**src/rtl/pool_writeback_pkg.sv**
```systemverilog
// Shared definitions for the pooled CNN writeback stage.
//   state_t      : writeback FSM state encoding
//   POOL_BYPASS  : write every quantised pixel
//   POOL_MAX2    : 2x2 max pooling
//   FLUSH_CYCLES : pipeline depth drained after the last accepted pixel
package pool_writeback_pkg;

    typedef enum logic [1:0] {
        S_IDLE  = 2'd0,
        S_RUN   = 2'd1,
        S_FLUSH = 2'd2,
        S_DONE  = 2'd3
    } state_t;

    localparam logic POOL_BYPASS = 1'b0;
    localparam logic POOL_MAX2   = 1'b1;

    localparam int unsigned FLUSH_CYCLES = 2;

endpackage

```
**src/rtl/pool_writeback_param_relu_quant.sv**
```systemverilog
// relu_quant: combinational ReLU + right-shift quantisation + saturation
// for a single channel.
//   i_acc : signed accumulator result (ACCUM_DATA_WIDTH)
//   o_q   : quantised, non-negative result (DATA_WIDTH), clamped to
//           2^(DATA_WIDTH-1)-1
module relu_quant #(
    parameter int ACCUM_DATA_WIDTH = 32,
    parameter int DATA_WIDTH       = 16,
    parameter int SHIFT            = 8
) (
    input  logic [ACCUM_DATA_WIDTH-1:0] i_acc,
    output logic [DATA_WIDTH-1:0]       o_q
);

    localparam logic [ACCUM_DATA_WIDTH-1:0] W_MAX =
        ACCUM_DATA_WIDTH'((64'd1 << (DATA_WIDTH - 1)) - 64'd1);

    logic [ACCUM_DATA_WIDTH-1:0] w_shifted;

    // Negative inputs are zeroed first, so a logical shift of the remaining
    // non-negative values equals the arithmetic shift.
    always_comb begin
        w_shifted = i_acc >> SHIFT;
        if (i_acc[ACCUM_DATA_WIDTH-1]) begin
            o_q = '0;
        end else if (w_shifted > W_MAX) begin
            o_q = DATA_WIDTH'(W_MAX);
        end else begin
            o_q = DATA_WIDTH'(w_shifted);
        end
    end

endmodule

```
**src/rtl/pool_writeback_param.sv**
```systemverilog
// pool_writeback_param: post-accumulation output stage for a CNN layer.
// Quantises NUM_CH accumulator results per pixel (ReLU, shift, saturate),
// optionally 2x2 max-pools them through a half-row line buffer, and writes
// packed pixels into the output memory.
//   i_clk, i_rst_n       : clock, asynchronous active-low reset
//   i_start, i_pool_mode : begin a feature map; mode latched on accepted start
//   i_in_valid, i_in_data: one pixel of NUM_CH accumulator results
//   o_out_addr/data/wren : output memory write port
//   o_busy, o_done       : map in progress / one-cycle completion pulse
//   o_overrun            : sticky, in_valid seen outside RUN
module pool_writeback_param
    import pool_writeback_pkg::*;
#(
    parameter int NUM_CH           = 4,
    parameter int ACCUM_DATA_WIDTH = 32,
    parameter int DATA_WIDTH       = 16,
    parameter int SHIFT            = 8,
    parameter int FMAP_W           = 24,
    parameter int FMAP_H           = 24,
    parameter int POOL_ADDR_WIDTH  = 10
) (
    input  logic                               i_clk,
    input  logic                               i_rst_n,
    input  logic                               i_start,
    input  logic                               i_pool_mode,
    input  logic                               i_in_valid,
    input  logic [ACCUM_DATA_WIDTH*NUM_CH-1:0] i_in_data,
    output logic [POOL_ADDR_WIDTH-1:0]         o_out_addr,
    output logic [DATA_WIDTH*NUM_CH-1:0]       o_out_data,
    output logic                               o_out_wren,
    output logic                               o_busy,
    output logic                               o_done,
    output logic                               o_overrun
);

    localparam int COL_W    = (FMAP_W > 2) ? $clog2(FMAP_W) : 1;
    localparam int ROW_W    = (FMAP_H > 2) ? $clog2(FMAP_H) : 1;
    localparam int HALF_W   = FMAP_W / 2;
    localparam int LB_IDX_W = (HALF_W > 1) ? $clog2(HALF_W) : 1;
    localparam int PIX_W    = DATA_WIDTH * NUM_CH;

    localparam logic [COL_W-1:0] LAST_COL = COL_W'(FMAP_W - 1);
    localparam logic [ROW_W-1:0] LAST_ROW = ROW_W'(FMAP_H - 1);

    // FSM / control
    state_t                     r_state;
    logic                       r_mode;
    logic [COL_W-1:0]           r_col;
    logic [ROW_W-1:0]           r_row;
    logic                       r_flush_cnt;
    logic                       r_busy;
    logic                       r_done;
    logic                       r_overrun;

    // Stage 1
    logic                       r_s1_valid;
    logic [PIX_W-1:0]           r_s1_data;
    logic [COL_W-1:0]           r_s1_col;
    logic [ROW_W-1:0]           r_s1_row;

    // Stage 2 / pooling state
    logic [PIX_W-1:0]           r_hold;
    logic [PIX_W-1:0]           r_linebuf [HALF_W];
    logic [POOL_ADDR_WIDTH-1:0] r_out_addr;
    logic [PIX_W-1:0]           r_out_data;
    logic                       r_out_wren;

    logic [PIX_W-1:0]           w_quant;
    logic                       w_accept;
    logic                       w_start_acc;
    logic                       w_last;
    logic [LB_IDX_W-1:0]        w_lb_idx;
    logic [PIX_W-1:0]           w_lb_rd;
    logic [PIX_W-1:0]           w_max_hc;
    logic [PIX_W-1:0]           w_max_lc;
    logic [POOL_ADDR_WIDTH-1:0] w_byp_addr;
    logic [POOL_ADDR_WIDTH-1:0] w_pool_addr;

    for (genvar k = 0; k < NUM_CH; k++) begin : g_quant
        relu_quant #(
            .ACCUM_DATA_WIDTH (ACCUM_DATA_WIDTH),
            .DATA_WIDTH       (DATA_WIDTH),
            .SHIFT            (SHIFT)
        ) u_relu_quant (
            .i_acc (i_in_data[k*ACCUM_DATA_WIDTH +: ACCUM_DATA_WIDTH]),
            .o_q   (w_quant[k*DATA_WIDTH +: DATA_WIDTH])
        );
    end

    assign w_accept    = i_in_valid && (r_state == S_RUN);
    assign w_start_acc = i_start && (r_state == S_IDLE);
    assign w_last      = w_accept && (r_col == LAST_COL) && (r_row == LAST_ROW);

    assign w_lb_idx = LB_IDX_W'(r_s1_col >> 1);
    assign w_lb_rd  = r_linebuf[w_lb_idx];

    assign w_byp_addr  = POOL_ADDR_WIDTH'(r_s1_row) * POOL_ADDR_WIDTH'(FMAP_W)
                       + POOL_ADDR_WIDTH'(r_s1_col);
    assign w_pool_addr = POOL_ADDR_WIDTH'(r_s1_row >> 1) * POOL_ADDR_WIDTH'(HALF_W)
                       + POOL_ADDR_WIDTH'(r_s1_col >> 1);

    // Per-channel unsigned maxima used by the pooling datapath.
    always_comb begin
        w_max_hc = '0;
        w_max_lc = '0;
        for (int unsigned k = 0; k < NUM_CH; k++) begin
            w_max_hc[k*DATA_WIDTH +: DATA_WIDTH] =
                (r_hold[k*DATA_WIDTH +: DATA_WIDTH] > r_s1_data[k*DATA_WIDTH +: DATA_WIDTH])
                ? r_hold[k*DATA_WIDTH +: DATA_WIDTH] : r_s1_data[k*DATA_WIDTH +: DATA_WIDTH];
            w_max_lc[k*DATA_WIDTH +: DATA_WIDTH] =
                (w_lb_rd[k*DATA_WIDTH +: DATA_WIDTH] > r_s1_data[k*DATA_WIDTH +: DATA_WIDTH])
                ? w_lb_rd[k*DATA_WIDTH +: DATA_WIDTH] : r_s1_data[k*DATA_WIDTH +: DATA_WIDTH];
        end
    end

    // Control FSM with registered busy/done/overrun.
    always_ff @(posedge i_clk or negedge i_rst_n) begin
        if (!i_rst_n) begin
            r_state     <= S_IDLE;
            r_mode      <= POOL_BYPASS;
            r_col       <= '0;
            r_row       <= '0;
            r_flush_cnt <= 1'b0;
            r_busy      <= 1'b0;
            r_done      <= 1'b0;
            r_overrun   <= 1'b0;
        end else begin
            r_done <= 1'b0;

            // A stray in_valid wins over the clear, so in_valid coinciding
            // with the accepted start still leaves overrun set.
            if (i_in_valid && (r_state != S_RUN)) begin
                r_overrun <= 1'b1;
            end else if (w_start_acc) begin
                r_overrun <= 1'b0;
            end

            case (r_state)
                S_IDLE: begin
                    if (i_start) begin
                        r_state <= S_RUN;
                        r_mode  <= i_pool_mode;
                        r_col   <= '0;
                        r_row   <= '0;
                        r_busy  <= 1'b1;
                    end
                end
                S_RUN: begin
                    if (w_accept) begin
                        if (r_col == LAST_COL) begin
                            r_col <= '0;
                            r_row <= r_row + 1'b1;
                        end else begin
                            r_col <= r_col + 1'b1;
                        end
                        if (w_last) begin
                            r_state     <= S_FLUSH;
                            r_flush_cnt <= 1'b0;
                        end
                    end
                end
                S_FLUSH: begin
                    if (r_flush_cnt == 1'(FLUSH_CYCLES - 1)) begin
                        r_state <= S_DONE;
                        r_done  <= 1'b1;
                        r_busy  <= 1'b0;
                    end else begin
                        r_flush_cnt <= r_flush_cnt + 1'b1;
                    end
                end
                S_DONE: begin
                    r_state <= S_IDLE;
                end
                default: begin
                    r_state <= S_IDLE;
                end
            endcase
        end
    end

    // Stage 1 (quantised data + raster position) and stage 2 (write port,
    // hold register).
    always_ff @(posedge i_clk or negedge i_rst_n) begin
        if (!i_rst_n) begin
            r_s1_valid <= 1'b0;
            r_s1_data  <= '0;
            r_s1_col   <= '0;
            r_s1_row   <= '0;
            r_hold     <= '0;
            r_out_addr <= '0;
            r_out_data <= '0;
            r_out_wren <= 1'b0;
        end else begin
            r_s1_valid <= w_accept;
            if (w_accept) begin
                r_s1_data <= w_quant;
                r_s1_col  <= r_col;
                r_s1_row  <= r_row;
            end

            r_out_wren <= 1'b0;
            if (r_s1_valid) begin
                if (r_mode == POOL_BYPASS) begin
                    r_out_wren <= 1'b1;
                    r_out_addr <= w_byp_addr;
                    r_out_data <= r_s1_data;
                end else begin
                    case ({r_s1_row[0], r_s1_col[0]})
                        2'b00: r_hold <= r_s1_data;
                        2'b10: r_hold <= w_max_lc;
                        2'b11: begin
                            r_out_wren <= 1'b1;
                            r_out_addr <= w_pool_addr;
                            r_out_data <= w_max_hc;
                        end
                        default: ;
                    endcase
                end
            end
        end
    end

    // Line buffer is never reset: every entry is rewritten on an even row
    // before the following odd row reads it.
    always_ff @(posedge i_clk) begin
        if (r_s1_valid && (r_mode == POOL_MAX2) && !r_s1_row[0] && r_s1_col[0]) begin
            r_linebuf[w_lb_idx] <= w_max_hc;
        end
    end

    assign o_out_addr = r_out_addr;
    assign o_out_data = r_out_data;
    assign o_out_wren = r_out_wren;
    assign o_busy     = r_busy;
    assign o_done     = r_done;
    assign o_overrun  = r_overrun;

endmodule

```
**config.mk**
```make
export PLATFORM = sky130hd
export DESIGN_NAME = pool_writeback_param
export DESIGN_NICKNAME = d
export VERILOG_FILES = /design/src/rtl/pool_writeback_pkg.sv /design/src/rtl/pool_writeback_param_relu_quant.sv /design/src/rtl/pool_writeback_param.sv
export SDC_FILE = /design/constraint.sdc
export NUM_CORES = 1
export LEC_CHECK = 0
export BUFFER_PORTS_ARGS = -buffer_cell sky130_fd_sc_hd__buf_2
export CORE_MARGIN = 2
export CORE_UTILIZATION = 54
export DETAILED_ROUTE_END_ITERATION = 6
export PLACE_DENSITY = 0.76
export SYNTH_ARGS = -nofsm -noshare
export SYNTH_HDL_FRONTEND = slang
export SYNTH_HIERARCHICAL = 1
export SYNTH_SLANG_ARGS = --single-unit
```
**constraint.sdc**
```tcl
create_clock -name i_clk -period 12.63 [get_ports i_clk]
set_clock_uncertainty 0.2 [all_clocks]
set_input_delay 0.6315 -clock i_clk [delete_from_list [all_inputs] [get_ports i_clk]]
set_output_delay 0.6315 -clock i_clk [all_outputs]
set_load 0.01 [all_outputs]
```
==> impl_results.md, run 1 <==
- Layout Nets: 3,323
- YS warnings: 6
- Die height: 290 microns
- CTS clock-pin slew for the worst setup and hold paths: 60 ps
- Worst reg2reg path depth: 12
- Post-CTS Repair Setup Buffers: 0
- DRC: 0
- # fillers: 5,720
- Mux share of post-synthesis cell area: 13.3%
- CTS tree: built
- Largest net degree at the start of global routing: 88
- Area share of and/or/nand/nor cells after synthesis: 5.03%
- Port Buf Inserts: 178
- Stages on the worst setup path: 12
- CP endpoint kind: register
- Main synth FF type: edfxtp_1
- Post-synth EDFFs: 768
- Synth-to-Final Area Change: 11.4%
- Crit path DAT: 6690 ps
- Slew HR: 13.5%
- Cell type with the highest aggregate area in the netlist: edfxtp_1
- Leakage power: 0.0182 uW
- Final setup violation count: 0
- Largest family of logic cells by synthesized area: multiplexers
- Average size of a mapped cell: 15.4 sq um
- Final WS setup: 6320 ps
- Worst endpoint required time: 13,010 ps
- WS Path Type: reg -> reg
- Ant diodes: 0
- Most common cell after layout, fill and taps aside: edfxtp_1
- Hold Path Class: in -> reg
- TritonCTS Buffers: 97
- Worst path slowest cell: nor2_1
- Root buf cell: clkbuf_16
- Design area: 0.0492 sq mm
- Slew Viols, Final: 0
- Peak supply drop: 0.125 mV
- Post-synthesis xor/xnor area fraction: 0.337%
- Mapped Cells: 2,879
- Startpoint type of the worst setup path: register
- Initial antenna violation count: 1
- Complex-gate fraction of the synthesized area: 8.59%
- Power density cells: 187 mW/mm^2
- Grt ovf: 0
- Skew-Pair Late Insertion Delay: 660 ps
- Post-Layout Cell Count: 4,182
- Via density per instance: 6.33
- Clk buf depth: 3
- Synth Cell Area: 0.0442 sq mm
- Synth area leaders: edfxtp_1 (52%), dfrtp_1 (13%), mux4_2 (9.8%)
- Max Cap Violations: 0
- Synth Register Bits: 999
- Placement Cell Area: 0.0461 sq mm
- H-Tree Depth: 3
- Hold Fails Final Rpt: 0
- First-pass GRT wire length: 160 mm
- DP Cell Count: 4,002
- Post-synthesis adder-cell area fraction: 4.23%
- Final min period: 6310 ps
- Worst Tran Pin Value: 1290 ps
- Share of cells above drive strength 1: 21.1%
- Top-area cell type share of the netlist area: 52.2%
- Cell breakdown of the critical path: buf_4 -> buf_4 -> mux4_2 -> mux2i_1 -> o21ai_1 -> ha_1 -> nand2_1 -> nor4_1 -> a21boi_1 -> a2111oi_2 -> nor2_1 -> a221o_1
- Final wirelength: 104 mm
- Drt wl/cell: 24.9 microns
- GR Util All Layers: 24.6%
- RSZ-0062 raised after global routing: false
- Largest delay share family, worst path: buffers and inverters
- CP max FO: 60
- Syn nets: 3,159
- Status: complete, no violations
- Sequential cell area fraction in the yosys report: 65.3%
- Post-DP HPWL: 60.9 mm
- Starting Density: 54.7%
- Bufs and invs on worst path: 2
- Vias in the first global route: 27,500
- Worst slack, placed: 6470 ps
- Die width: 290 microns
- Crit path largest cell delay: 1000 ps
- Sink Count: 999
- Detail Route Antenna Nets: 0
- Most frequent cells in the layout: edfxtp_1 (768), nand2_1 (230), dfrtp_1 (226)
- Hold path cells: 3
- CP most frequent cell: buf_4
- Final period util: 49.9%
- Die ar.: 0.0842 sq mm
- Vias: 26,500
- FP Rows: 104
- Io pins: 211
- Netlist cell types: 74
- Routability cong.: 0.886
- Drt pass-1 iters: 5
- Setup TNS: 0 ps
- Drt initial violations: 2,542
- Ys async rst share: 23.1%
- FF-to-FF setup slack: 6320 ps
- Core area: 0.0808 sq mm
- Peak Freq: 0.159 GHz
-- metal layers --
metal  part of all wire [%]  wire (microns)  GRT usage [%]
met1                     39           40400           31.4
met2                     51           53000           42.7
met3                    6.8            7120           3.63
met4                    3.4            3510           9.57
met5                      0               0              0
-- worst register-to-register path: stages (launching register included) --
cell       delay, ps
dfrtp_4          820
buf_4            800
buf_4            880
mux4_2           450
mux2i_1          200
o21ai_1          180
ha_1             380
nand2_1           50
nor4_1           490
a21boi_1         360
a2111oi_2        130
nor2_1          1000
a221o_1          300
-- path summary, 6_finish.rpt --
kind / from / to
min reg2reg: o_out_addr[5] / o_out_addr[5]
min in group asynchronous: i_rst_n / r_s1_data[25]
max: r_s1_col[2] / r_hold[1]
min: i_in_valid / o_overrun
max in group asynchronous: i_rst_n / r_s1_col[2]
max reg2reg: r_s1_col[2] / r_hold[1]
-- what timing repair did --
action,4_1_cts,5_1_grt
resized for setup,0,0
hold buffers,2,0
hold endpoints to repair,86,0
-- sequential cells by signal (all words and copies together) (netlist names) --
| signal | flops |
|---|---|
| r_hold | 64 |
| r_linebuf | 768 |
| o_overrun | 1 |
| r_flush_cnt | 1 |
| r_state | 2 |
| r_col | 5 |
| r_s1_col | 5 |
| o_out_data | 64 |
| r_mode | 1 |
| r_row | 5 |
| o_done | 1 |
| o_out_addr | 10 |
| o_out_wren | 1 |
| r_s1_valid | 1 |
| r_s1_row | 5 |
| o_busy | 1 |
| r_s1_data | 64 |
-- synthesized netlist by cell type (4+ instances only) --
master    number
nor2b_1       14
mux2_1        10
nor4_2         8
mux2i_1       86
xnor2_1       10
mux2_2        51
nor3_1        10
clkbuf_1      84
nand3_1       14
a21oi_1       98
o31ai_1       16
conb_1         4
ha_1         143
dfrtp_1      231
nand4b_1       4
o21ai_1       57
mux4_2       192
buf_6         11
o211ai_1       7
a22o_1         4
and4_1         4
a221o_1       64
xor2_1         7
buf_4         16
o221ai_1      17
nor2_1        99
a21o_1        17
a31oi_1       61
o21ai_0      133
buf_2         34
a41oi_1       46
nor4_1         6
nand2_1      230
nand2b_1       6
edfxtp_1     768
inv_1        168
o21a_1        23
or3_1          5
nand4_1       29
and2_1        32
fa_1           4
buf_1         14
-- stage by stage --
step           utilization [%]  hold slack (ps)  total power [uW]
5_1_grt                   60.9             62.6              9610
6_report                  60.9             81.2              9190
2_1_floorplan                -              136              5690
3_5_place_dp              57.0              273              6370
3_3_place_gp              57.0              259              6290
4_1_cts                   60.9             46.5              9230
-- report_power, final --
group / switching [uW] / internal, uW
combinational: 1360 / 1030
clock: 1230 / 1620
sequential: 202 / 3740
-- kinds of logic after synthesis --
| logic type | Yosys count |
|---|---|
| xor gates and xnor gates | 17 |
| AOI/OAI and AO/OA | 568 |
| muxes | 339 |
| DFF | 999 |
| and+or+nand+nor | 476 |
| other | 4 |
| adders and majority gates | 147 |
| buffers and inverters | 329 |
-- area by class of cell --
class / count / area (sq um) / share of cell area [%]
Sequential cell: 999 / 28900 / 58.6
Clock inverter: 63 / 586 / 1.19
Multi-Input combinational cell: 1551 / 14000 / 28.5
Clock buffer: 115 / 2540 / 5.15
Tap cell: 1060 / 1330 / 2.69
Timing Repair Buffer: 225 / 1260 / 2.56
Inverter: 169 / 637 / 1.29
No activity file was read; power rests on OpenSTA's default activity.
==> run 2, diff against run 1 <==
--- a/config.mk
+++ b/config.mk
@@ -9,7 +9,7 @@
 export CORE_MARGIN = 2
 export CORE_UTILIZATION = 54
 export DETAILED_ROUTE_END_ITERATION = 6
-export PLACE_DENSITY = 0.76
+export PLACE_DENSITY = 0.79
 export SYNTH_ARGS = -nofsm -noshare
 export SYNTH_HDL_FRONTEND = slang
 export SYNTH_HIERARCHICAL = 1
==> constraint.sdc (replaced) <==
create_clock -name i_clk -period 5.11 [get_ports i_clk]
set_clock_uncertainty 0.2 [all_clocks]
set_input_delay 0.2555 -clock i_clk [delete_from_list [all_inputs] [get_ports i_clk]]
set_output_delay 0.2555 -clock i_clk [all_outputs]
set_load 0.01 [all_outputs]
==> run 2 against run 1 <==
  * The run now ends with design-rule violations left
  * Non-clock buffer count rose by 140
  * Power rose to 2.5 times the previous value
  * Wire length rose by 8.8%
  * Hold slack lost 44 ps
  * Design area grew 3.4%
  * Sequential share of layout area down 1.9 points
  * Worst setup slack got worse by 6000 ps
  * Utilization is 2.1 points higher
  * Cell count is 3.3% higher
  * Combinational power increased to 2.6 times the previous value
  * Largest power group unchanged
==> impl_results.md, run 2 (same netlist as run 1, synthesis figures left out) <==
- Layout Nets: 3,460
- WS Path Type: reg -> reg
- Vias in the first global route: 28,700
- Design area: 0.0509 sq mm
- Sink Count: 999
- DRC: 1
- Starting Density: 54.7%
- Startpoint type of the worst setup path: register
- Largest net degree at the start of global routing: 120
- CTS tree: built
- Die ar.: 0.0842 sq mm
- CTS clock-pin slew for the worst setup and hold paths: 70 ps
- RSZ-0062 raised after global routing: false
- Leakage power: 0.0190 uW
- Max Cap Violations: 0
- Power density cells: 456 mW/mm^2
- Via density per instance: 6.47
- GR Util All Layers: 26.8%
- TritonCTS Buffers: 94
- Post-DP HPWL: 64.4 mm
- Met3 routed WL: 9.79 mm
- Final period util: 92.8%
- Slew HR: 3.74%
- Metal-1 WL: 41.8 mm
- Drt wl/cell: 26.2 microns
- Hold Fails Final Rpt: 0
- Post-CTS Repair Setup Buffers: 0
- DR top layer: met4
- Worst endpoint required time: 5480 ps
- # fillers: 5,393
- Synth-to-Final Area Change: 15.2%
- Peak Freq: 0.211 GHz
- First-pass GRT wire length: 172 mm
- Root buf cell: clkbuf_16
- Vias: 28,000
- Largest Register: r_linebuf
- Reg-to-reg startpoint: r_s1_col[1]
- Grt ovf: 0
- Die height: 290 microns
- Most frequent cells in the layout: edfxtp_1 (768), nand2_1 (230), dfrtp_1 (226)
- Clk buf depth: 3
- Io pins: 211
- Violated checks: design-rule violations
- Footprint of the multi-input gates: 0.0140 sq mm
- Worst reg2reg path depth: 11
- Initial antenna violation count: 0
- Worst path slowest cell: nor2_1
- Utilization after layout: 63.0%
- Drt pass-1 iters: 7
- CP max FO: 44
- Final wirelength: 113 mm
- Ant diodes: 0
- Die width: 290 microns
- Worst Tran Pin Value: 1440 ps
- Port Buf Inserts: 178
- Slew Viols, Final: 0
- Placement Cell Area: 0.0465 sq mm
- Hold Path Class: in -> async
- Bufs and invs on worst path: 1
- FF-to-FF setup slack: 370 ps
- Drt initial violations: 2,925
- FP Rows: 104
- Most common cell after layout, fill and taps aside: edfxtp_1
- Skew-Pair Late Insertion Delay: 660 ps
- Post-Layout Cell Count: 4,321
- Register area: 0.0289 sq mm
- Cell breakdown of the critical path: buf_12 -> mux4_2 -> mux2i_1 -> o21ai_1 -> ha_1 -> nor2b_1 -> o211ai_1 -> a2111oi_1 -> a2111oi_2 -> nor2_1 -> a221o_1
- Detail Route Antenna Nets: 0
- Routability cong.: 0.898
- Status: complete, but fails checks
- Max reg flops: 768
- Peak supply drop: 0.304 mV
- Final setup violation count: 0
- Final hold slack: 37.2 ps
- Final min period: 4740 ps
- Share of cells above drive strength 1: 20.3%
- Crit path DAT: 5110 ps
- Routed wl met2: 57.9 mm
- Largest delay share family, worst path: simple AND/OR/NAND/NOR gates
- Reg2reg end: r_hold[54]
- DP Cell Count: 4,018
- CP endpoint kind: register
- H-Tree Depth: 3
- Core area: 0.0808 sq mm
- PostCTS Resize Cnt: 0
- Crit path largest cell delay: 1110 ps
==> run 2: cell types whose count changed in the layout (fill, tap and decap cells not counted), moves of 4 or more <==
cell and change:
buf_12 +21, clkinv_1 +6, clkbuf_1 +4, buf_4 -5, dlygate4sd3_1 +124, clkinv_2 -7, clkinvlp_4 -5
==> run 2: worst max-delay path by stage <==
stage / start / endpoint / cells past startpoint / slack [ps]
global placement: r_s1_col[1] / r_hold[57] / 11 / 650
finish: r_s1_col[1] / r_hold[54] / 11 / 370
detailed placement: r_s1_col[1] / r_hold[50] / 10 / 600
global route: r_s1_col[1] / r_hold[29] / 12 / 210
floorplan: r_s1_col[4] / r_linebuf[11][0] / 5 / -0.1
CTS: r_s1_col[1] / r_hold[54] / 10 / 490
==> run 2: cell type report <==
| cell class | instances | area share, % |
|---|---|---|
| inverter | 169 | 1.25 |
| tap | 1060 | 2.61 |
| multi-input combinational | 1551 | 27.6 |
| clock inverter | 59 | 1.18 |
| clock buffer | 118 | 5.01 |
| timing repair buffer | 365 | 5.66 |
| sequential | 999 | 56.7 |
==> run 2: per-stage QoR <==
step	setup TNS (ps)	power (uW)	setup WS [ps]
after floorplan	-13.6	14100	-0.114
after detailed placement	0	16000	597
after CTS	0	23200	491
final	0	23200	369
after global placement	0	15700	651
after global routing	0	24100	211
==> run 2: repair_timing <==
action / in CTS / in global routing
hold buffers: 126 / 0
endpoints found under the setup margin: 0 / 0
hold endpoints to repair: 186 / 0
==> run 2: metal layers <==
metal,vias to the layer above,GRT usage (%)
li1,11800,-
met1,14200,34.2
met2,1673,46.1
met3,321,4.17
met4,0,10.6
met5,-,0
==> run 2: power breakdown <==
| part | internal [uW] | switching [uW] |
|---|---|---|
| Combinational | 2750 | 3570 |
| Clock | 4150 | 3040 |
| Sequential | 9250 | 483 |
